### config.mk
export PLATFORM = sky130hd
export DESIGN_NAME = pipe_stage_reg
export DESIGN_NICKNAME = d
export VERILOG_FILES = /design/src/rtl/pipe_stage_reg.sv
export SDC_FILE = /design/constraint.sdc
export NUM_CORES = 1
export LEC_CHECK = 0
export ABC_AREA = 1
export BUFFER_PORTS_ARGS = -buffer_cell sky130_fd_sc_hd__buf_2
export CORE_MARGIN = 3
export CORE_UTILIZATION = 34
export DETAILED_ROUTE_END_ITERATION = 6
export SLEW_MARGIN = 25
export SYNTH_ARGS = -nofsm -noshare
export SYNTH_HDL_FRONTEND = slang
export SYNTH_SLANG_ARGS = --single-unit
### constraint.sdc
create_clock -name clk -period 2.6 [get_ports clk]
set_input_delay 0.13 -clock clk [delete_from_list [all_inputs] [get_ports clk]]
set_output_delay 0.13 -clock clk [all_outputs]
set_load 0.005 [all_outputs]
### src/rtl/pipe_stage_reg.sv
// Inter-stage pipeline register for the MIPS core: payload + valid + feedback
// sideband, driven by the core stall vector, with flush and saturating event counters.
module pipe_stage_reg #(
    parameter int                DATA_W   = 32,
    parameter int                FB_W     = 1,
    parameter int                STALL_W  = 6,
    parameter int                STAGE    = 2,
    parameter logic [DATA_W-1:0] NOP_DATA = '0,
    parameter int                CNT_W    = 16
) (
    input  logic               clk,
    input  logic               rst,
    input  logic [DATA_W-1:0]  in_data,
    input  logic               in_valid,
    input  logic [FB_W-1:0]    in_fb,
    input  logic [STALL_W-1:0] stall,
    input  logic               flush,
    input  logic               cnt_clr,
    output logic [DATA_W-1:0]  out_data,
    output logic               out_valid,
    output logic [FB_W-1:0]    out_fb,
    output logic [CNT_W-1:0]   hold_cnt,
    output logic [CNT_W-1:0]   bubble_cnt,
    output logic [CNT_W-1:0]   flush_cnt
);

    typedef enum logic [1:0] {
        ACT_LOAD,
        ACT_HOLD,
        ACT_BUBBLE,
        ACT_FLUSH
    } act_e;

    act_e               act;
    logic               s_up;
    logic               s_dn;
    logic               unused_stall;

    logic [DATA_W-1:0]  data_q,   data_d;
    logic               valid_q,  valid_d;
    logic [FB_W-1:0]    fb_q,     fb_d;
    logic [CNT_W-1:0]   hold_q,   hold_d;
    logic [CNT_W-1:0]   bubble_q, bubble_d;
    logic [CNT_W-1:0]   flush_q,  flush_d;

    function automatic logic [CNT_W-1:0] sat_inc(input logic [CNT_W-1:0] c);
        return (&c) ? c : c + CNT_W'(1);
    endfunction

    assign s_up         = stall[STAGE];
    assign s_dn         = stall[STAGE+1];
    assign unused_stall = ^stall;

    // Illegal vector (s_up=0, s_dn=1) deliberately falls through to LOAD.
    always_comb begin
        act = ACT_LOAD;
        if (flush)
            act = ACT_FLUSH;
        else if (s_up && !s_dn)
            act = ACT_BUBBLE;
        else if (s_up && s_dn)
            act = ACT_HOLD;
    end

    always_comb begin
        data_d   = data_q;
        valid_d  = valid_q;
        fb_d     = fb_q;
        hold_d   = hold_q;
        bubble_d = bubble_q;
        flush_d  = flush_q;
        case (act)
            ACT_FLUSH: begin
                data_d  = NOP_DATA;
                valid_d = 1'b0;
                fb_d    = '0;
                flush_d = sat_inc(flush_q);
            end
            ACT_BUBBLE: begin
                data_d   = NOP_DATA;
                valid_d  = 1'b0;
                fb_d     = '0;
                bubble_d = sat_inc(bubble_q);
            end
            ACT_HOLD: begin
                hold_d = sat_inc(hold_q);
            end
            default: begin
                data_d  = in_data;
                valid_d = in_valid;
                fb_d    = in_fb;
            end
        endcase
        // Clear wins over any increment taken on the same edge.
        if (cnt_clr) begin
            hold_d   = '0;
            bubble_d = '0;
            flush_d  = '0;
        end
    end

    always_ff @(posedge clk or posedge rst) begin
        if (rst) begin
            data_q   <= NOP_DATA;
            valid_q  <= 1'b0;
            fb_q     <= '0;
            hold_q   <= '0;
            bubble_q <= '0;
            flush_q  <= '0;
        end else begin
            data_q   <= data_d;
            valid_q  <= valid_d;
            fb_q     <= fb_d;
            hold_q   <= hold_d;
            bubble_q <= bubble_d;
            flush_q  <= flush_d;
        end
    end

    assign out_data   = data_q;
    assign out_valid  = valid_q;
    assign out_fb     = fb_q;
    assign hold_cnt   = hold_q;
    assign bubble_cnt = bubble_q;
    assign flush_cnt  = flush_q;

endmodule

# Word level (Yosys, flattened, before mapping)
# Index checks and enable logic that the tools add are counted.
# op_classes
add_sub_neg	3
n_eq_ne	6
n_mux	15
reduce_logical	13
# op_table
operator	n
2-to-1 mux 16 bit	9
one-hot mux 32 bit (2 select lines)	1
adder 16 x 1 -> 16 bit (second input constant)	3
AND reduction 16 bit	3
inequality test 2 bit (second input constant)	3
AND reduction 2 bit	3
nonzero test 2 bit	3
== test 2 bit (second input constant)	2
2-to-1 mux 2 bit	2
one-hot mux 1 bit (2 select lines)	2
== test 2 x 1 -> 1 bit (second input constant)	1
logical AND 1 bit	2
OR reduction 2 bit	1
zero test 1 bit	1
2-to-1 mux 1 bit	1
# word_totals
reg_bits	82
in_bits	44
output_inout_bits	82
elab_cells	43

# Logic depth before layout (Yosys ltp)
# depth
depth_word	7
depth_mapped	10
ltp_nobuf	10

# Worst setup path before layout
# No wires, ideal clock.
# synth_timing
path_kind	reg2reg
from	register bubble_q[0], in the netlist bubble_cnt[0]
to	register bubble_q[12], in the netlist bubble_cnt[12]
setup_time_ps	126
t_arrival_ps	1369
required_ps	2474
setup_slack_ps	1105
path_stages_with_launch	11
n_path_buf	1
period_less_slack_ps	1495
path_cell_list	dfrtp_1 > ha_1 > nand2_1 > nor2_1 > nand2_1 > clkinv_1 > nand3_1 > nand2_2 > buf_4 > nand2_1 > o21ai_0
# synth_via
elab_chain_len	4
elab_cells_between_ends	7
cone_classes	add/sub (1); eq/ne (1); mux (3); reduce/logical (2)
# synth_rtl
item	line_no	text
from (decl)	43	logic [CNT_W-1:0] bubble_q, bubble_d;
from (signal assigned)	115	bubble_q <= bubble_d;
adder 16 x 1 -> 16 bit	47	return (&c) ? c : c + CNT_W'(1);
2-to-1 mux 16 bit	47	
2-to-1 mux 16 bit	72	case (act)
2-to-1 mux 16 bit	95	if (cnt_clr) begin
# Parallel ways exist; a longest one is shown, timed or not. The select of a mux whose other input is x is not followed.
# A chain may end at the register's enable or synchronous reset.

# Worst setup path in the final report
# layout_timing
from	register bubble_q[0], in the netlist bubble_cnt[0]
to	register bubble_q[3], in the netlist bubble_cnt[3]
# The elaborated chain is that of the path after synthesis.

==> impl_metrics.csv <==
group,metric,value,unit
worst_setup_path,crit_type,"reg2reg",
global_route,track_usage,0.158,
worst_setup_path,cp-end-kind,"flop",
floorplanning,die_h,118,um
final_layout,finalNetCount,683,
clocking,numCtsBuffers,9,
pwr,ir_drop,0.336,mV
place,dp_cells,792,
pwr,p_sw_frac,0.243,
clocking,post_cts_resized,0,
outcome,status,"completed",
synthesis,synthFlopType,"dfrtp_1",
final_layout,post-route-util,0.438,
clocking,cts_root_buffer,"clkbuf_16",
pwr,p_int,2090,uW
global_route,top_usage_layer,"met2",
place,gp_congestion,0.821,
sta,hold_viol,0,
clocking,cts_tree,"done",
global_route,grtUsageMet2,0.253,
synthesis,synth_common_cells,"174 x nand2_1, 82 x dfrtp_1, 45 x nor2_1, 34 x a32o_1, 33 x inv_1",
route,num_vias,3984,
worst_setup_path,crit_family,"simple AND/OR/NAND/NOR gates",
floorplanning,start_util,0.351,
global_route,antenna_found_initial,1,
pwr,p_sw,674,uW
synthesis,synthCells,515,
synthesis,yosysUniqueCellTypes,28,
synthesis,yosysMostFrequentCell,"nand2_1",
clocking,path_clk_slew,0.06,ns
worst_setup_path,crit_path_max_fanout,23,
synthesis,yosysTopAreaCell,"dfrtp_1",
worst_setup_path,start_kind,"flop",
worst_setup_path,crit_chain,"ha_1, nand2_1, nor2_1, nand2_1, clkinv_1, nand3_1, nand2_2, inv_1, nand2_1, nand2_1",
synthesis,synth_fp_nets,562,
final_layout,syn2layout_area_growth,24.8,%
job,drv_cap,0,
synthesis,async_reset_ff_frac,1.00,
clocking,cts_buffer_depth,2,
place,port_buffers,121,
sta,fin_ws,0.811,ns
floorplanning,dieArea,13900,sq um
sta,fin_skew,0.00934,ns
worst_setup_path,cp.required,2.83,ns
floorplanning,rows,40,
synthesis,yosysWarnings,0,
worst_setup_path,cp_common_cell,"nand2_1",
sta,fmax,0.559,GHz
sta,finalCriticalPeriod,1.79,ns
global_route,grt_pass1_wl,18500,um
pwr,p_clk_frac,0.440,
global_route,grt_overflow,0,
sta,drv_slew,0,
pwr,p_leak,0.00259,uW
pwr,seq_power_share,0.483,
global_route,grt_pass1_vias,3835,
global_route,grtUsageMet1,0.201,
place,place_ws,0.822,ns
synthesis,ys_seq_area_frac,0.481,
route,drc,0,
floorplanning,ioPinCount,126,
route,drtIter0Drc,251,
synthesis,synth_seq_cells,82,
worst_setup_path,crit_buf_inv,2,
sta,post-route-period-util,0.688,
pwr,p_comb_frac,0.077,
sta,rsz0062_at_grt,"no",
sta,worstMarginPinSlew,0.688,ns
worst_setup_path,worstPathArrival,2.02,ns
route,wire_per_inst,13.4,um
synthesis,synth_edf_count,0,
clocking,clkLatencyLatePin,0.35,ns
sta,tns,0,ns
pwr,powerDensity,519,nW/um^2
synthesis,syn-cell-area,4270,sq um
synthesis,synth_top_area_share,0.481,
synthesis,syn_avg_cell_area,8.29,sq um
final_layout,layout.cells.non_filler,809,
route,postRouteAntennaNets,0,
route,dr.pass1.iters,4,
route,wl,10900,um
worst_setup_path,max_stage_delay,0.42,ns
place,place_hpwl,7900,um
final_layout,diodes,0,
clocking,clock-sinks,82,
global_route,grt_use_met3,0.0514,
synthesis,yosys-top-cells-area,"dfrtp_1 48%, nand2_1 15%, a32o_1 8.0%",
route,avgViaCountPerCell,4.92,
clocking,htreeDepth,3,
final_layout,drive_above_1_share,0.254,
sta,slew_headroom,0.541,
worst_setup_path,crit_path_top_delay_cell,"dfrtp_1",
hold_path,min_path_type,"in2reg",
floorplanning,core_area,12200,sq um
sta,setup_violations,0,
global_route,grt_max_degree,45,
floorplanning,fp.dieW,118,um
## layout by cell type, fill, tap and decap left out, types with 11 or more instances in the layout
cell | Yosys | routed
buf_2 | 5 | 121
o21ai_1 | 17 | 17
nand4_1 | 13 | 13
xor2_1 | 11 | 11
inv_1 | 33 | 32
a32o_1 | 34 | 34
o21ai_0 | 18 | 18
nand3_1 | 26 | 26
nor2_1 | 45 | 45
nand2_1 | 174 | 174
dfrtp_1 | 82 | 82
## per-layer routing
metal / vias to the layer above / share of wire
met5: - / 0.0017
met4: 2 / 0.015
met3: 18 / 0.074
met2: 120 / 0.46
met1: 1878 / 0.44
li1: 1966 / -
## power groups by stage
| stage | Combinational [uW] | Sequential, uW | Clock (uW) |
|---|---|---|---|
| 3_5_place_dp | 218 | 1360 | 0 |
| 5_1_grt | 241 | 1340 | 1300 |
| 4_1_cts | 219 | 1340 | 1250 |
| 3_3_place_gp | 214 | 1360 | 0 |
| 2_1_floorplan | 116 | 1360 | 0 |
| 6_report | 213 | 1340 | 1220 |
## timing repair
action	CTS	global route
endpoints found under the hold margin	38	0
hold buffers	1	0
buffers inserted	0	0
setup endpoints to repair	0	0
## area by class of cell
| type | count | area [sq um] |
|---|---|---|
| clock inverters | 4 | 26.3 |
| well taps | 168 | 210 |
| flip-flops and latches | 82 | 2050 |
| multi-input cells | 378 | 1980 |
| repair buffers | 126 | 658 |
| inverters | 39 | 148 |
| clock buffers | 12 | 256 |
| fillers | 1224 | 6830 |
## flip-flops by register name, indices dropped and copies added, names as in the netlist
register	cells
out_data	32
bubble_cnt	16
flush_cnt	16
hold_cnt	16
out_fb	1
out_valid	1
## per-stage QoR
step / cell area [sq um] / hold WS [ns] / power [uW]
2_1_floorplan: 4270 / 0.283 / 1480
3_3_place_gp: 5040 / 0.247 / 1570
3_5_place_dp: 5040 / 0.249 / 1580
4_1_cts: 5330 / 0.0337 / 2800
5_1_grt: 5330 / 0.0325 / 2880
6_report: 5330 / 0.0438 / 2770
## kinds of logic (layout without fill, tap and decap cells)
kind of cell | Yosys count | in the layout | synth area share
and+or+nand+nor | 272 | 272 | 0.267
AOI/OAI and AO/OA | 83 | 83 | 0.147
DFF | 82 | 82 | 0.481
buffers and inverters | 55 | 181 | 0.0560
xor gates and xnor gates | 20 | 20 | 0.0410
adders and majority gates | 3 | 3 | 0.00879
## path summary, 6_finish.rpt
| path | from | endpoint | slack [ns] | cells after the start |
|---|---|---|---|---|
| worst min register to register | out_data[17] | out_data[17] | 0.49 | 1 |
| min in group asynchronous | rst | out_data[20] | 0.42 | 3 |
| worst max register to register | bubble_cnt[0] | bubble_cnt[3] | 0.81 | 10 |
| worst min-delay path | in_valid | out_valid | 0.04 | 2 |
| worst max-delay path | bubble_cnt[0] | bubble_cnt[3] | 0.81 | 10 |
| max in group asynchronous | rst | bubble_cnt[10] | 1.51 | 4 |
(Power assumes the default switching activity.)
